## src/rtl/matrix_key_sequencer.sv

```systemverilog
// Remote key-matrix sequencer: queues press/release/tap commands and replays them
// onto a pressed-key bitmap, with millisecond hold times and a mandatory idle gap.
module matrix_key_sequencer #(
  parameter int ROW_NUM    = 4,
  parameter int COL_NUM    = 4,
  parameter int TICK_DIV   = 50000,
  parameter int GAP_MS     = 20,
  parameter int FIFO_DEPTH = 8,
  parameter int KEY_W      = $clog2(ROW_NUM*COL_NUM)
) (
  input  logic                        clk,
  input  logic                        rstn,
  input  logic                        ctrl_enable,
  input  logic                        cmd_valid,
  output logic                        cmd_ready,
  input  logic [1:0]                  cmd_op,
  input  logic [KEY_W-1:0]            cmd_key,
  input  logic [15:0]                 cmd_hold_ms,
  output logic [ROW_NUM*COL_NUM-1:0]  key_in,
  output logic                        key_ctrl_enable,
  output logic                        busy,
  output logic                        cmd_err,
  output logic [$clog2(FIFO_DEPTH):0] fifo_level
);
  localparam int KEYS    = ROW_NUM*COL_NUM;
  localparam int PTR_W   = $clog2(FIFO_DEPTH);
  localparam int ENT_W   = 2 + KEY_W + 16;
  localparam int PRESC_W = $clog2(TICK_DIV + 1);

  localparam logic [1:0] OP_PRESS       = 2'b00;
  localparam logic [1:0] OP_RELEASE     = 2'b01;
  localparam logic [1:0] OP_TAP         = 2'b10;
  localparam logic [1:0] OP_RELEASE_ALL = 2'b11;

  typedef enum logic [1:0] {IDLE, HOLD, GAP} state_t;
  state_t state_reg, state_next;

  logic [ENT_W-1:0]   fifo_mem [FIFO_DEPTH];
  logic [PTR_W-1:0]   wr_ptr_reg, rd_ptr_reg;
  logic [PTR_W:0]     level_reg;
  logic [PRESC_W-1:0] presc_reg;
  logic [15:0]        ms_reg, hold_target_reg;
  logic [KEY_W-1:0]   cur_key_reg;
  logic [KEYS-1:0]    key_reg, key_next;
  logic               err_reg, err_next, kce_reg;
  logic               push, pop, restart_wait, tick_last, hold_done, gap_done;
  logic [1:0]         head_op;
  logic [KEY_W-1:0]   head_key;
  logic [15:0]        head_hold;

  assign cmd_ready = rstn && ctrl_enable && (level_reg < (PTR_W+1)'(FIFO_DEPTH));
  assign push      = cmd_valid && cmd_ready;
  assign {head_op, head_key, head_hold} = fifo_mem[rd_ptr_reg];

  assign key_in          = key_reg;
  assign key_ctrl_enable = kce_reg;
  assign cmd_err         = err_reg;
  assign fifo_level      = level_reg;
  assign busy            = (state_reg != IDLE) || (level_reg != '0);

  assign tick_last = (presc_reg == PRESC_W'(TICK_DIV - 1));
  assign hold_done = tick_last && (ms_reg == hold_target_reg - 16'd1);
  // A zero-length gap still costs one cycle in GAP.
  assign gap_done  = (GAP_MS == 0) || (tick_last && (ms_reg == 16'(GAP_MS - 1)));

  always_ff @(posedge clk) begin
    if (!rstn || !ctrl_enable) state_reg <= IDLE;
    else                       state_reg <= state_next;
  end

  always_comb begin
    state_next   = state_reg;
    key_next     = key_reg;
    pop          = 1'b0;
    err_next     = 1'b0;
    restart_wait = 1'b0;
    case (state_reg)
      IDLE: begin
        if (level_reg != '0) begin
          pop = 1'b1;
          if (head_op != OP_RELEASE_ALL && int'(head_key) >= KEYS) begin
            err_next = 1'b1;
          end else begin
            restart_wait = 1'b1;
            state_next   = GAP;
            case (head_op)
              OP_PRESS:   key_next[head_key] = 1'b1;
              OP_RELEASE: key_next[head_key] = 1'b0;
              OP_TAP: begin
                key_next[head_key] = 1'b1;
                state_next         = HOLD;
              end
              default:    key_next = '0;
            endcase
          end
        end
      end
      HOLD: begin
        if (hold_done) begin
          key_next[cur_key_reg] = 1'b0;
          state_next            = GAP;
          restart_wait          = 1'b1;
        end
      end
      GAP: begin
        if (gap_done) state_next = IDLE;
      end
      default: state_next = IDLE;
    endcase
  end

  always_ff @(posedge clk) begin
    if (push) fifo_mem[wr_ptr_reg] <= {cmd_op, cmd_key, cmd_hold_ms};
  end

  always_ff @(posedge clk) begin
    if (!rstn) kce_reg <= 1'b0;
    else       kce_reg <= ctrl_enable;
  end

  // Dropping ctrl_enable is a soft abort: same effect as reset on the datapath.
  always_ff @(posedge clk) begin
    if (!rstn || !ctrl_enable) begin
      key_reg         <= '0;
      err_reg         <= 1'b0;
      wr_ptr_reg      <= '0;
      rd_ptr_reg      <= '0;
      level_reg       <= '0;
      presc_reg       <= '0;
      ms_reg          <= '0;
      hold_target_reg <= 16'd1;
      cur_key_reg     <= '0;
    end else begin
      key_reg   <= key_next;
      err_reg   <= err_next;
      level_reg <= level_reg + (PTR_W+1)'(push) - (PTR_W+1)'(pop);
      if (push) wr_ptr_reg <= wr_ptr_reg + PTR_W'(1);
      if (pop) begin
        rd_ptr_reg      <= rd_ptr_reg + PTR_W'(1);
        cur_key_reg     <= head_key;
        hold_target_reg <= (head_hold == 16'd0) ? 16'd1 : head_hold;
      end
      if (restart_wait) begin
        presc_reg <= '0;
        ms_reg    <= '0;
      end else if (state_reg != IDLE) begin
        if (tick_last) begin
          presc_reg <= '0;
          ms_reg    <= ms_reg + 16'd1;
        end else begin
          presc_reg <= presc_reg + PRESC_W'(1);
        end
      end
    end
  end
endmodule

```

## config.mk

```make
export PLATFORM = sky130hd
export DESIGN_NAME = matrix_key_sequencer
export DESIGN_NICKNAME = d
export VERILOG_FILES = /design/src/rtl/matrix_key_sequencer.sv
export SDC_FILE = /design/constraint.sdc
export NUM_CORES = 1
export LEC_CHECK = 0
export CORE_UTILIZATION = 60
export DETAILED_ROUTE_END_ITERATION = 16
export PLACE_DENSITY = 0.76
export SLEW_MARGIN = 20
export SYNTH_ARGS = -nofsm -noshare
export SYNTH_HDL_FRONTEND = slang
export SYNTH_SLANG_ARGS = --single-unit
```

## constraint.sdc

```tcl
create_clock -name clk -period 3.6 [get_ports clk]
set_input_delay 0.72 -clock clk [delete_from_list [all_inputs] [get_ports clk]]
set_output_delay 0.72 -clock clk [all_outputs]
set_load 0.01 [all_outputs]
```

==> results.json, run 1 <==
{
  "cts.path.max_buffers": 3,
  "post-route-period-util": 0.855,
  "cts_hold_buf": 0,
  "internal-power_mw": 5.86,
  "grt_max_degree": 44,
  "gp_congestion": 0.890,
  "n_fill_cell": 1268,
  "largest-register": "fifo_mem",
  "syn_area_um2": 11400,
  "drt.antenna.violating_nets": 0,
  "synth_top_family_by_area": "simple AND/OR/NAND/NOR gates",
  "crit_path_max_incr_delay_ns": 0.54,
  "maxCapViolations": 0,
  "path_class": "flop to flop",
  "relSlewSlack": 0.479,
  "finalSetupViolCount": 0,
  "drv_slew": 0,
  "core_um2": 18700,
  "grt_pass1_wl_mm": 38.2,
  "netSwitchingFraction": 0.317,
  "worstHoldPathType": "flop to flop",
  "fin_skew_ns": 0.0119,
  "cp-start-kind": "flop",
  "drt_wl_total_mm": 23.7,
  "htreeDepth": 1,
  "setup_tns_ns": 0,
  "syn-num-nets": 910,
  "synth-adder-area-share": 0.0127,
  "mostFrequentLayoutCell": "edfxtp_1",
  "worstPathMaxFanout": 32,
  "run_status": "complete, no violations",
  "cts_buffers": 26,
  "power_density_nw_per_um2": 659,
  "grt_pass1_vias": 7265,
  "post_cts_resized": 0,
  "clkLatencyLatePin_ns": 0.54,
  "layout.cells.non_filler": 1176,
  "drive_above_1_share": 0.130,
  "dr.pass1.iters": 7,
  "syn_area_per_cell_um2": 13.1,
  "path_clk_slew_ns": 0.06,
  "endpoint_kind": "flop",
  "period_needed_ns": 3.08,
  "largest_register_ffs": 176,
  "n_antenna_cell": 0,
  "seq_power_share": 0.410,
  "cp_cell_sequence": "inv_1 > ha_1 > nor4b_2 > nand4_1 > mux2i_1 > a221oi_4 > o2111ai_4 > nand3_2 > nor3_1",
  "place_hpwl_mm": 15.1,
  "grt_usage": 0.251,
  "p_sw_mw": 2.72,
  "comb_power_share": 0.287,
  "avgViaCountPerCell": 6.19,
  "yosysWarnings": 0,
  "ys_dominant_reg_cell": "edfxtp_1",
  "setup_slack_ns": 0.522,
  "rows": 50,
  "hold_viol": 0,
  "synthArstFlopShare": 0,
  "rsz0062_at_grt": "false",
  "io_pins": 50,
  "synthTopCellsByArea": "edfxtp_1 46%, dfxtp_1 15%, mux4_2 8.7%",
  "port_buffers": 48,
  "initial_utilization": 0.612,
  "ir_worst_vdd_uv": 502,
  "synthMuxAreaShare": 0.123,
  "cp_data_arrival_time_ns": 3.51,
  "critPathSlowestCell": "nor4b_2",
  "tritoncts": "built",
  "layout.nets": 964,
  "dp_cells": 1133,
  "synth_cell_types": 62,
  "gr-total-overflow": 0,
  "yosys_register_bits": 260,
  "synth_edf_count": 176,
  "dp_slack_ns": 0.559,
  "postCtsSetupBuffers": 0,
  "final_cell_mix": "176 x edfxtp_1, 85 x nor2_1, 81 x dfxtp_1, 73 x nand2_1, 60 x a21oi_1",
  "crit_required_ns": 4.04,
  "synth_largest_area_cell": "edfxtp_1",
  "fmax_mhz": 325,
  "pwr-share-clk": 0.304,
  "tightest_slew_ns": 0.782,
  "vias": 7284,
  "yosysTopAreaCellShare": 0.462,
  "yosys.area_share.simple": 0.130,
  "antenna_found_initial": 0,
  "clkSinkCount": 260,
  "route.detailed.wl_per_inst_um": 20.2,
  "syn2layout_area_growth_pct": 13.8,
  "fp.dieH_um": 140,
  "root_buffer": "clkbuf_16",
  "drc": 0,
  "die_w_um": 140,
  "synthXorXnorAreaFrac": 0.0375,
  "p_leak_nw": 4.18,
  "die-area_um2": 19600,
  "drtIter0Drc": 526,
  "synth-compound-area-share": 0.0654,
  "synth_seq_area_share": 0.609,
  "syn_inst": 873
}
==> routing by layer <==
layer  vias up  GRT usage  wire length [um]
li1       3388          -                 -
met1      3601      0.335             10200
met2       251      0.427             11600
met3        44     0.0400              1360
met4         0     0.0752               560
met5         -          0                 0
==> logic make-up after synthesis <==
family,Yosys count
compound gates,114
xor+xnor,49
fa+ha+maj,11
buf+inv,58
flops,260
mux,85
other cells,1
simple gates,295
==> Yosys cell counts, drive strengths merged (2+ instances only) <==
library cell	instances
nand4	15
nor2	91
xor2	24
a21oi	60
nand2	74
and2	2
dfxtp	84
o211ai	2
nor3	20
o2111ai	3
and4	3
nor4b	4
edfxtp	176
a211oi	15
nor4bb	3
a2111oi	2
mux2i	40
ha	10
or4	14
mux4	44
inv	19
a221o	2
nor2b	9
a211o	5
and3	13
o21ai	15
clkbuf	21
nand2b	10
nand3b	7
xnor2	25
nand3	19
nor4	6
a21o	3
or2	2
buf	18
==> worst paths after layout <==
kind                                    startpoint       endpoint  slack [ns]  cells after the start
worst max-delay path            hold_target_reg[0]  presc_reg[15]        0.52                      9
worst min-delay path                    key_in[10]     key_in[10]        0.48                      2
worst max register to register  hold_target_reg[0]  presc_reg[15]        0.52                      9
worst min register to register          key_in[10]     key_in[10]        0.48                      2
==> power by group through the flow <==
stage               combinational, mW  sequential (mW)  clock, mW
floorplan                        1.96             3.51          0
global placement                 2.34             3.57          0
detailed placement               2.44             3.58          0
CTS                              2.46             3.51       2.66
global route                     2.71             3.54       2.77
finish                           2.46             3.51       2.60
==> per-stage QoR <==
| step | power (mW) | utilization | cell area (um^2) | hold WS, ns |
|---|---|---|---|---|
| after floorplan | 5.47 | - | 11400 | 0.449 |
| final | 8.58 | 0.696 | 13000 | 0.475 |
| after CTS | 8.63 | 0.696 | 13000 | 0.478 |
| after global placement | 5.91 | 0.652 | 12200 | 0.459 |
| after global routing | 9.01 | 0.696 | 13000 | 0.499 |
| after detailed placement | 6.02 | 0.652 | 12200 | 0.466 |
==> cell type report <==
type,count,area [um^2],area share
repair buffers,65,608,0.0467
flip-flops and latches,260,6970,0.535
multi-input cells,555,4250,0.326
inverters,19,71.3,0.00548
clock inverters,9,91.3,0.00701
well taps,234,293,0.0225
clock buffers,34,743,0.0571
==> worst max-delay path, delay by kind of cell (launching register included) <==
family	cells	cell delay [ns]
buf+inv	1	0.07
simple gates	4	1.64
compound gates	2	0.30
flops	1	0.35
mux	1	0.34
fa+ha+maj	1	0.27
Power figures use the tool's default switching activity.
==> run 2: changes to the inputs <==
SLEW_MARGIN = unset   (was 20)
clock period = 3.2 ns   (was 3.6 ns; I/O delays follow)
==> results.json, run 2 (synthesis results as in run 1) <==
{
  "run_status": "complete, no violations",
  "relSlewSlack": 0.469,
  "vias": 7376,
  "drtIter0Drc": 523,
  "path_class": "flop to flop",
  "fin_hold_ws_ns": 0.475,
  "final_area_um2": 13300,
  "syn2layout_area_growth_pct": 15.9,
  "clkSinkCount": 260,
  "fmax_mhz": 348,
  "dr.pass1.iters": 5,
  "port_buffers": 48,
  "crit_required_ns": 3.66,
  "gp_congestion": 0.886,
  "gr-total-overflow": 0,
  "drv_slew": 0,
  "htreeDepth": 1,
  "drt_wl_total_mm": 24.3,
  "layout.nets": 976,
  "drt.antenna.violating_nets": 0,
  "ir_worst_vdd_uv": 507,
  "placedInstanceArea_um2": 12300,
  "grt_max_degree": 43,
  "setup_tns_ns": 0,
  "cts.path.max_buffers": 3,
  "cp_data_arrival_time_ns": 3.33,
  "endpoint_kind": "flop",
  "io_pins": 50,
  "path_clk_slew_ns": 0.06,
  "fp.dieH_um": 140,
  "tritoncts": "built",
  "die-area_um2": 19600,
  "cp-start-kind": "flop",
  "final_cell_mix": "176 x edfxtp_1, 85 x nor2_1, 81 x dfxtp_1, 73 x nand2_1, 60 x a21oi_1",
  "initial_utilization": 0.612,
  "worstPathMaxFanout": 16,
  "grt_pass1_vias": 7420,
  "place_hpwl_mm": 15.7,
  "total_power_mw": 10.1,
  "root_buffer": "clkbuf_16",
  "n_antenna_cell": 0,
  "power_density_nw_per_um2": 760,
  "postCtsSetupBuffers": 0,
  "cts_hold_buf": 0,
  "core_um2": 18700,
  "period_needed_ns": 2.87,
  "hold_viol": 0,
  "largest-register": "fifo_mem",
  "fin_skew_ns": 0.0148,
  "antenna_found_initial": 0,
  "rows": 50,
  "p_leak_nw": 4.29,
  "mostFrequentLayoutCell": "edfxtp_1",
  "post_cts_resized": 0,
  "post-route-period-util": 0.898,
  "cts_buffers": 27,
  "largest_register_ffs": 176,
  "die_w_um": 140,
  "tightest_slew_ns": 0.797,
  "finalSetupViolCount": 0,
  "grt_pass1_wl_mm": 39.0,
  "clkLatencyLatePin_ns": 0.55,
  "rsz0062_at_grt": "false",
  "avgViaCountPerCell": 6.18,
  "route.detailed.wl_per_inst_um": 20.4,
  "worstHoldPathType": "flop to flop",
  "drc": 0,
  "maxCapViolations": 0,
  "drive_above_1_share": 0.147,
  "grt_usage": 0.256
}
==> run 2: path summary, 6_finish.rpt <==
| path | startpoint | to | slack, ns | depth (start not counted) |
|---|---|---|---|---|
| setup / recovery | hold_target_reg[0] | key_in[11] | 0.33 | 9 |
| hold / removal | key_in[9] | key_in[9] | 0.48 | 2 |
| setup reg to reg | hold_target_reg[0] | key_in[11] | 0.33 | 9 |
| hold reg to reg | key_in[9] | key_in[9] | 0.48 | 2 |
==> run 2: power by group <==
| part | leakage, nW | switching [mW] | total [mW] | internal (mW) |
|---|---|---|---|---|
| combinational | 1.56 | 1.63 | 2.85 | 1.22 |
| clock | 0.459 | 1.29 | 3.27 | 1.98 |
| sequential | 2.27 | 0.228 | 3.96 | 3.73 |
| total | 4.29 | 3.14 | 10.1 | 6.94 |
==> run 2: metal layers <==
metal,track usage,routed length (um),share of wire
met2,0.438,12000,0.50
met5,0,0,0
met1,0.334,10100,0.42
met3,0.0397,1420,0.058
met4,0.0920,730,0.030
==> run 2: through the flow <==
stage                     utilization  setup WS (ns)  instances
after detailed placement        0.659          0.373       1144
after CTS                       0.709          0.343       1193
after global routing            0.709         0.0879       1193
after floorplan                     -          0.571        873
final                           0.709          0.327       1193
after global placement          0.659          0.486       1144
==> run 2: area by class of cell <==
| class | instances | area [um^2] |
|---|---|---|
| Clock inverter | 16 | 225 |
| Fill cell | 1224 | 5440 |
| Sequential cell | 260 | 6970 |
| Multi-Input combinational cell | 555 | 4260 |
| Inverter | 19 | 71.3 |
| Clock buffer | 33 | 708 |
| Timing Repair Buffer | 76 | 741 |
| Tap cell | 234 | 293 |
==> run 2: critical path, cell delays in order, from the launching register on <==
cell	delay (ns)
dfxtp_1	0.35
inv_1	0.07
ha_1	0.27
nor4b_2	0.53
nand4_1	0.19
mux2i_1	0.21
a221oi_4	0.34
o2111ai_4	0.22
nand2_4	0.30
mux2i_1	0.27
